$ cat config.mk
export PLATFORM = sky130hd
export DESIGN_NAME = send_scheduler
export DESIGN_NICKNAME = d
export VERILOG_FILES = /design/src/rtl/send_scheduler.sv
export SDC_FILE = /design/constraint.sdc
export NUM_CORES = 1
export LEC_CHECK = 0
export CAP_MARGIN = 20
export CORE_ASPECT_RATIO = 0.6
export CORE_MARGIN = 2
export CORE_UTILIZATION = 50
export CTS_BUF_LIST = sky130_fd_sc_hd__clkbuf_16
export DETAILED_ROUTE_END_ITERATION = 12
export PLACE_DENSITY_LB_ADDON = 0.2
export SLEW_MARGIN = 0
export SYNTH_ARGS = -nofsm -noshare
export SYNTH_HDL_FRONTEND = slang
export SYNTH_SLANG_ARGS = --single-unit
$ cat constraint.sdc
create_clock -name clk -period 13.4 [get_ports clk]
set_input_delay 2.01 -clock clk [delete_from_list [all_inputs] [get_ports clk]]
set_output_delay 2.01 -clock clk [all_outputs]
set_load 0.02 [all_outputs]
$ cat src/rtl/send_scheduler.sv
// send_scheduler: round-robin packet-start scheduler driving per-port send_module generators
module send_scheduler #(
    parameter int          PORT_NUB_TOTAL = 16,
    parameter int          WIDTH_SEL      = $clog2(PORT_NUB_TOTAL),
    parameter int          WIDTH_PRIORITY = 3,
    parameter int          WIDTH_LENGTH   = 10,
    parameter int          LEN_MIN        = 16,
    parameter int          LEN_RAND_BITS  = 5,
    parameter logic [15:0] SEED           = 16'hACE1
) (
    input  logic                                     clk,
    input  logic                                     rst_n,
    input  logic                                     go_i,
    input  logic                                     abort_i,
    input  logic [15:0]                              cfg_pkt_total_i,
    input  logic [WIDTH_PRIORITY-1:0]                cfg_priority_i,
    input  logic                                     full_i,
    input  logic                                     alm_ost_full_i,
    input  logic [PORT_NUB_TOTAL-1:0]                send_ready_i,
    input  logic [PORT_NUB_TOTAL-1:0]                send_done_i,
    output logic [PORT_NUB_TOTAL-1:0]                send_start_o,
    output logic [PORT_NUB_TOTAL*WIDTH_SEL-1:0]      send_dest_o,
    output logic [PORT_NUB_TOTAL*WIDTH_PRIORITY-1:0] send_priority_o,
    output logic [PORT_NUB_TOTAL*WIDTH_LENGTH-1:0]   send_length_o,
    output logic [15:0]                              issued_cnt_o,
    output logic [15:0]                              outstanding_o,
    output logic                                     busy_o,
    output logic                                     finished_o
);
    localparam int          N        = PORT_NUB_TOTAL;
    localparam logic [15:0] SEED_EFF = (SEED == 16'd0) ? 16'hACE1 : SEED;

    typedef enum logic [1:0] {IDLE, RUN, DRAIN, DONE} state_e;

    state_e                            state_q, state_d;
    logic [15:0]                       total_q, issued_q, issued_d, outstanding_q, outstanding_d, lfsr_q;
    logic [WIDTH_PRIORITY-1:0]         prio_q;
    logic [N-1:0]                      pending_q, pending_d, start_q, elig, gnt_onehot;
    logic [WIDTH_SEL-1:0]              rr_q, gnt_idx, scan_idx, rnd_dest, new_dest;
    logic [WIDTH_LENGTH-1:0]           new_len;
    logic [N*WIDTH_SEL-1:0]            dest_q;
    logic [N*WIDTH_PRIORITY-1:0]       prio_field_q;
    logic [N*WIDTH_LENGTH-1:0]         len_q;
    logic                              gnt_found, grant, start_go;

    // first eligible port at or after rr_q, wrapping; grant only when RUN is unthrottled and quota remains
    always_comb begin
        elig      = send_ready_i & ~pending_q;
        gnt_found = 1'b0;
        gnt_idx   = rr_q;
        scan_idx  = rr_q;
        for (int k = 0; k < N; k++) begin
            scan_idx = rr_q + WIDTH_SEL'(k);
            if (!gnt_found && elig[scan_idx]) begin
                gnt_found = 1'b1;
                gnt_idx   = scan_idx;
            end
        end
        grant      = (state_q == RUN) && !abort_i && !full_i && !alm_ost_full_i && (issued_q < total_q) && gnt_found;
        gnt_onehot = grant ? (N'(1) << gnt_idx) : '0;
        rnd_dest   = lfsr_q[WIDTH_SEL-1:0];
        new_dest   = (rnd_dest == gnt_idx) ? gnt_idx + WIDTH_SEL'(1) : rnd_dest;
        new_len    = WIDTH_LENGTH'(LEN_MIN) + WIDTH_LENGTH'(lfsr_q[15 -: LEN_RAND_BITS]);
        start_go   = go_i && !abort_i && (state_q == IDLE || state_q == DONE);
        issued_d   = start_go ? 16'd0 : issued_q + 16'(grant);
        pending_d  = (pending_q & ~send_done_i) | gnt_onehot;
        // only dones from pending ports count, so the counter cannot underflow
        outstanding_d = outstanding_q + 16'(grant) - 16'($countones(send_done_i & pending_q));
    end

    // next-state decode; abort overrides everything including go
    always_comb begin
        state_d = state_q;
        if (abort_i) state_d = IDLE;
        else case (state_q)
            IDLE, DONE: if (go_i) state_d = (cfg_pkt_total_i == 16'd0) ? DRAIN : RUN;
            RUN:        if (issued_d >= total_q) state_d = DRAIN;
            DRAIN:      if (outstanding_q == 16'd0) state_d = DONE;
            default:    state_d = IDLE;
        endcase
    end

    // state, counters, LFSR and per-port command fields
    always_ff @(posedge clk or negedge rst_n) begin
        if (!rst_n) begin
            state_q       <= IDLE;
            total_q       <= '0;
            prio_q        <= '0;
            issued_q      <= '0;
            outstanding_q <= '0;
            pending_q     <= '0;
            start_q       <= '0;
            rr_q          <= '0;
            lfsr_q        <= SEED_EFF;
            dest_q        <= '0;
            prio_field_q  <= '0;
            len_q         <= '0;
        end else begin
            state_q       <= state_d;
            issued_q      <= issued_d;
            outstanding_q <= outstanding_d;
            pending_q     <= pending_d;
            start_q       <= gnt_onehot;
            if (start_go) begin
                total_q <= cfg_pkt_total_i;
                prio_q  <= cfg_priority_i;
            end
            if (grant) begin
                rr_q   <= gnt_idx + WIDTH_SEL'(1);
                lfsr_q <= {1'b0, lfsr_q[15:1]} ^ (lfsr_q[0] ? 16'hB400 : 16'h0000);
                dest_q[gnt_idx*WIDTH_SEL +: WIDTH_SEL]                <= new_dest;
                prio_field_q[gnt_idx*WIDTH_PRIORITY +: WIDTH_PRIORITY] <= prio_q;
                len_q[gnt_idx*WIDTH_LENGTH +: WIDTH_LENGTH]           <= new_len;
            end
        end
    end

    assign send_start_o    = start_q;
    assign send_dest_o     = dest_q;
    assign send_priority_o = prio_field_q;
    assign send_length_o   = len_q;
    assign issued_cnt_o    = issued_q;
    assign outstanding_o   = outstanding_q;
    assign busy_o          = (state_q == RUN) || (state_q == DRAIN);
    assign finished_o      = (state_q == DONE);
endmodule

==> results of run 1 <==
-- registers in the layout, indices dropped and copies added, names as in the netlist --
signal           cells
send_start_o        16
issued_cnt_o        16
send_priority_o     48
send_length_o      160
rr_q                 4
send_dest_o         64
state_q              2
lfsr_q              16
total_q             16
outstanding_o       16
pending_q           16
prio_q               3
-- logic make-up (layout without fill, tap and decap cells) --
| logic type | count (synthesis) | after routing | share of synthesized area [%] |
|---|---|---|---|
| xor+xnor | 52 | 52 | 2.12 |
| other cells | 0 | 2 | 0 |
| simple gates | 678 | 678 | 15.7 |
| compound gates | 366 | 366 | 11.5 |
| flops | 377 | 377 | 41.8 |
| fa+ha+maj | 135 | 135 | 8.01 |
| buf+inv | 224 | 616 | 3.86 |
| mux | 318 | 318 | 17.0 |
-- layout make-up --
class,count,area share [%]
Clock buffer,38,3.36
Multi-Input combinational cell,1549,43.5
Timing Repair Buffer,414,14.5
Inverter,133,1.77
Tap cell,589,2.61
Sequential cell,377,33.4
Antenna cell,2,0.0177
Clock inverter,31,0.899
-- layer usage --
layer | track usage (%) | share of wire (%) | routed length, um | vias up
met1 | 49.9 | 45 | 35700 | 9946
met2 | 47.1 | 42 | 33300 | 983
met5 | 0 | 0 | 0 | -
li1 | - | - | - | 8556
met4 | 7.97 | 2.3 | 1830 | 0
met3 | 9.81 | 11 | 8530 | 126
-- how the worst max path moves through the flow --
stage | start | end
after floorplan | send_ready_i[15] | outstanding_o[15]
after global placement | send_ready_i[7] | outstanding_o[15]
after detailed placement | send_ready_i[12] | outstanding_o[15]
after CTS | send_ready_i[12] | outstanding_o[15]
after global routing | send_ready_i[12] | outstanding_o[15]
final | send_ready_i[12] | send_length_o[20]
-- through the flow --
step / std cells / setup slack (ps)
2_1_floorplan: 2150 / 3790
3_3_place_gp: 3059 / 3060
3_5_place_dp: 3059 / 2800
4_1_cts: 3128 / 3340
5_1_grt: 3133 / 2710
6_report: 3133 / 3110
-- cell usage in the layout (no fill, tap or decap), types with 48 or more instances in the layout --
master           count
a21oi_1             61
clkdlybuf4s50_1    377
dfrtp_1            369
ha_1               119
inv_1              136
mux2_1              48
mux2_2             203
nand2_1            187
nand3_1             84
nor2_1             122
o21ai_0             76
-- worst max-delay path, cell delays in order --
cell             delay [ps]
clkdlybuf4s50_1         450
nor2b_1                 150
buf_4                   180
a2111oi_0               780
o41ai_1                 330
a211oi_1                750
and2_1                  240
nand4_1                 350
nor3_1                  340
a41oi_1                 100
a21oi_2                 630
inv_2                   270
ha_1                    370
ha_1                    220
inv_1                    70
fa_1                    500
and2_1                  230
nand2_1                 100
nor2_1                   60
ha_1                    560
inv_1                   210
nor2_1                  610
nand2_1                 300
nor4_1                  560
mux2_2                  400
==> results.py, run 1 <==
metrics = {
    "run_status": {
        "status": "complete, no violations",
    },
    "route": {
        "drtIter0Drc": 2451,
        "dr.pass1.iters": 8,
        "ant_nets": 0,
        "drt-vias-per-instance": 6.26,
        "wire_per_inst_um": 25.3,
        "routed_wl_um": 79300,
        "vias": 19611,
        "drc": 0,
    },
    "grt": {
        "antenna_found_initial": 2,
        "grt_pass1_wl_um": 120000,
        "grt_pass1_vias": 19118,
        "grt_max_degree": 169,
        "overflow": 0,
        "gr-usage-all-layers_pct": 33.3,
    },
    "synthesis": {
        "synthArstFlopShare_pct": 100,
        "yosysTopAreaCellShare_pct": 40.9,
        "synthTopCellsByCount": "dfrtp_1 (369), mux2_2 (203), nand2_1 (187)",
        "ys_seq_area_share_pct": 41.8,
        "synth.avg_cell_area_um2": 10.5,
        "synth.most_common_cell": "dfrtp_1",
        "synth_seq_cells": 377,
        "syn_nets": 2342,
        "post_synth_main_area_contributors": "dfrtp_1 (41%), mux2_2 (10%), ha_1 (6.6%)",
        "synth.distinct_cells": 102,
        "synth_flop_cell": "dfrtp_1",
        "synth_edf_count": 0,
        "yosys_warnings": 0,
        "syn_area_um2": 22600,
        "syn-instance-count": 2150,
        "yosys.area.top_type": "dfrtp_1",
    },
    "setup_path": {
        "crit_arrival_ps": 10750,
        "worst_r2r_path_depth": 25,
        "worstSetupEndpointType": "flip-flop",
        "path_class": "primary input to flip-flop",
        "crit_required_ps": 13860,
        "crit_fanout": 13,
        "r2r_slack_ps": 3480,
        "reg2reg_to": "send_length_o[20]",
        "worstReg2RegStart": "rr_q[0]",
        "cp-start-kind": "primary input",
    },
    "timing": {
        "drv_slew": 0,
        "fin_hold_ws_ps": 480,
        "setup_viol": 0,
        "relSlewSlack_pct": 23.6,
        "skew_ps": 31.6,
        "finalCritPeriodShare_pct": 76.8,
        "setup_tns_ps": 0,
        "max_freq_mhz": 97.2,
        "rsz0062_at_grt": "false",
        "min_period_ps": 10290,
        "worstMarginPinSlew_ps": 1140,
        "finalHoldViolCount": 0,
    },
    "clock_tree": {
        "h-tree-depth": 2,
        "clockBufferDepth": 3,
        "ctsResizeCount": 0,
        "cts.sinks": 377,
        "cts_tree": "done",
        "clock-root-buffer": "clkbuf_16",
        "postCtsHoldBufs": 0,
        "worstSkewPairLatency_ps": 570,
        "cts_setup_buffers": 0,
        "clk_pin_slew_worst_paths_ps": 70,
        "cts_inserted_buffers": 38,
    },
    "final_layout": {
        "final_nets": 2705,
        "finish.instance_area_um2": 28300,
        "area_growth_pct": 25.2,
        "regArea_um2": 9440,
        "utilization_pct": 63.3,
        "multi_input_area_um2": 12300,
        "drive_above_1_share_pct": 15.1,
        "n_fill_cell": 3618,
    },
    "min_path": {
        "holdPathEnd": "send_priority_o[21]",
        "hp-start": "send_priority_o[21]",
        "hold_path_class": "flip-flop to flip-flop",
        "worstHoldPathCells": 2,
    },
    "floorplanning": {
        "chipHeight_um": 169,
        "die_w_um": 278,
        "pin_count": 379,
        "start_util_pct": 50.6,
        "rows": 60,
        "core-area_um2": 44700,
        "dieArea_um2": 46900,
    },
    "placed_design": {
        "placed_area_um2": 27000,
        "portBuffers": 378,
        "gp_congestion": 0.986,
        "dpl.hpwl_um": 60600,
    },
    "run": {
        "cap_viol_max_count": 0,
    },
}
Power of run 1 is left out: the tool's default activity adds up to more than one toggle a clock period on the data nets, which glitch-free logic cannot reach.
==> inputs of run 2 (changes only) <==
CORE_UTILIZATION = 49   (was 50)
clock period = 9.03 ns   (was 13.4 ns; I/O delays follow)
==> results.py, run 2 (synthesized netlist as in run 1, its figures left out) <==
metrics = {
    "grt": {
        "gr-usage-all-layers_pct": 34.2,
        "antenna_found_initial": 2,
        "grt_pass1_wl_um": 124000,
        "use_met1_pct": 50.8,
        "globalRouteMet2Util_pct": 47.2,
        "grt_use_met3_pct": 12.1,
        "grt_pass1_vias": 19912,
        "overflow": 0,
        "busiest_layer": "met1",
        "grt_max_degree": 161,
    },
    "setup_path": {
        "slowest_stage": "or4_1",
        "path_class": "primary input to flip-flop",
        "crit_arrival_ps": 8920,
        "cp-start-kind": "primary input",
        "crit_required_ps": 9510,
        "worstSetupEndpointType": "flip-flop",
        "crit_fanout": 4,
        "crit_path_max_incr_delay_ps": 630,
        "crit_top_cell": "fa_1",
    },
    "final_layout": {
        "regArea_um2": 9440,
        "final_cell_mix": "clkdlybuf4s50_1 (377), dfrtp_1 (369), mux2_2 (203)",
        "multi_input_area_um2": 12300,
        "largest_register_ffs": 160,
        "layout_commonest_cell": "clkdlybuf4s50_1",
        "utilization_pct": 64.9,
        "n_fill_cell": 3572,
        "area_growth_pct": 29.6,
        "drive_above_1_share_pct": 19.1,
        "final_nets": 2820,
    },
    "clock_tree": {
        "cts_setup_buffers": 0,
        "ctsResizeCount": 0,
        "postCtsHoldBufs": 0,
        "cts.sinks": 377,
        "clk_pin_slew_worst_paths_ps": 70,
        "clock-root-buffer": "clkbuf_16",
        "cts_inserted_buffers": 38,
        "worstSkewPairLatency_ps": 580,
        "clockBufferDepth": 3,
        "cts_tree": "done",
        "h-tree-depth": 2,
    },
    "route": {
        "dr.pass1.iters": 6,
        "drt-vias-per-instance": 6.06,
        "wire_per_inst_um": 24.9,
        "drc": 0,
        "drtIter0Drc": 2055,
        "vias": 19880,
        "ant_nets": 0,
        "routed_wl_um": 81800,
    },
    "placed_design": {
        "dpl.hpwl_um": 63900,
        "portBuffers": 378,
        "gp_congestion": 0.986,
    },
    "timing": {
        "skew_ps": 21.2,
        "relSlewSlack_pct": 27.8,
        "max_freq_mhz": 119,
        "rsz0062_at_grt": "false",
        "setup_tns_ps": 0,
        "worstMarginPinSlew_ps": 1080,
        "finalHoldViolCount": 0,
        "drv_slew": 0,
        "setup_viol": 0,
        "min_period_ps": 8440,
        "finalCritPeriodShare_pct": 93.4,
    },
    "floorplanning": {
        "rows": 60,
        "die_w_um": 281,
        "core-area_um2": 45100,
        "dieArea_um2": 47900,
        "chipHeight_um": 170,
        "start_util_pct": 50.0,
        "pin_count": 379,
    },
    "min_path": {
        "hold_path_class": "flip-flop to flip-flop",
    },
    "run": {
        "cap_viol_max_count": 0,
    },
    "run_status": {
        "status": "complete, no violations",
    },
}
-- run 2: final timing paths --
check                                  startpoint             endpoint  slack (ps)  cells past startpoint
worst max register to register            rr_q[2]    outstanding_o[15]         750                     33
worst min register to register  send_length_o[68]    send_length_o[68]         480                      1
min in group asynchronous                   rst_n  send_priority_o[34]         760                      1
worst min-delay path            send_length_o[68]    send_length_o[68]         480                      1
worst max-delay path             send_ready_i[15]    outstanding_o[15]         590                     33
max in group asynchronous                   rst_n    outstanding_o[10]        6850                      2
-- run 2: final cells by class --
| class | instances | share of cell area, % |
|---|---|---|
| Antenna cell | 1 | 0.00855 |
| Clock buffer | 38 | 3.25 |
| Clock inverter | 32 | 1.10 |
| Inverter | 133 | 1.71 |
| Multi-Input combinational cell | 1549 | 42.0 |
| Sequential cell | 377 | 32.3 |
| Tap cell | 620 | 2.65 |
| Timing Repair Buffer | 529 | 17.0 |
-- run 2: metal layers --
layer / vias to the layer above / wire length (um)
met3: 141 / 9370
met2: 991 / 33300
li1: 8762 / -
met5: - / 0
met1: 9986 / 37100
met4: 0 / 1960
-- run 2: metrics by stage --
stage | instance area [um^2] | std cells | hold slack [ps] | setup WS (ps)
final | 29300 | 3279 | 485 | 594
after global placement | 28000 | 3206 | 464 | 99.5
after CTS | 29300 | 3277 | 492 | 678
after detailed placement | 28000 | 3207 | 473 | 136
after global routing | 29300 | 3279 | 503 | 168
after floorplan | 22600 | 2150 | 475 | 11.4
-- run 2: worst max-delay path: cells and delay by family --
kind / cells / cell delay, ps
compound gates: 13 / 2340
xor+xnor: 1 / 130
fa+ha+maj: 6 / 2360
buf+inv: 5 / 970
simple gates: 8 / 1760
Power of run 2 is left out for the same reason.
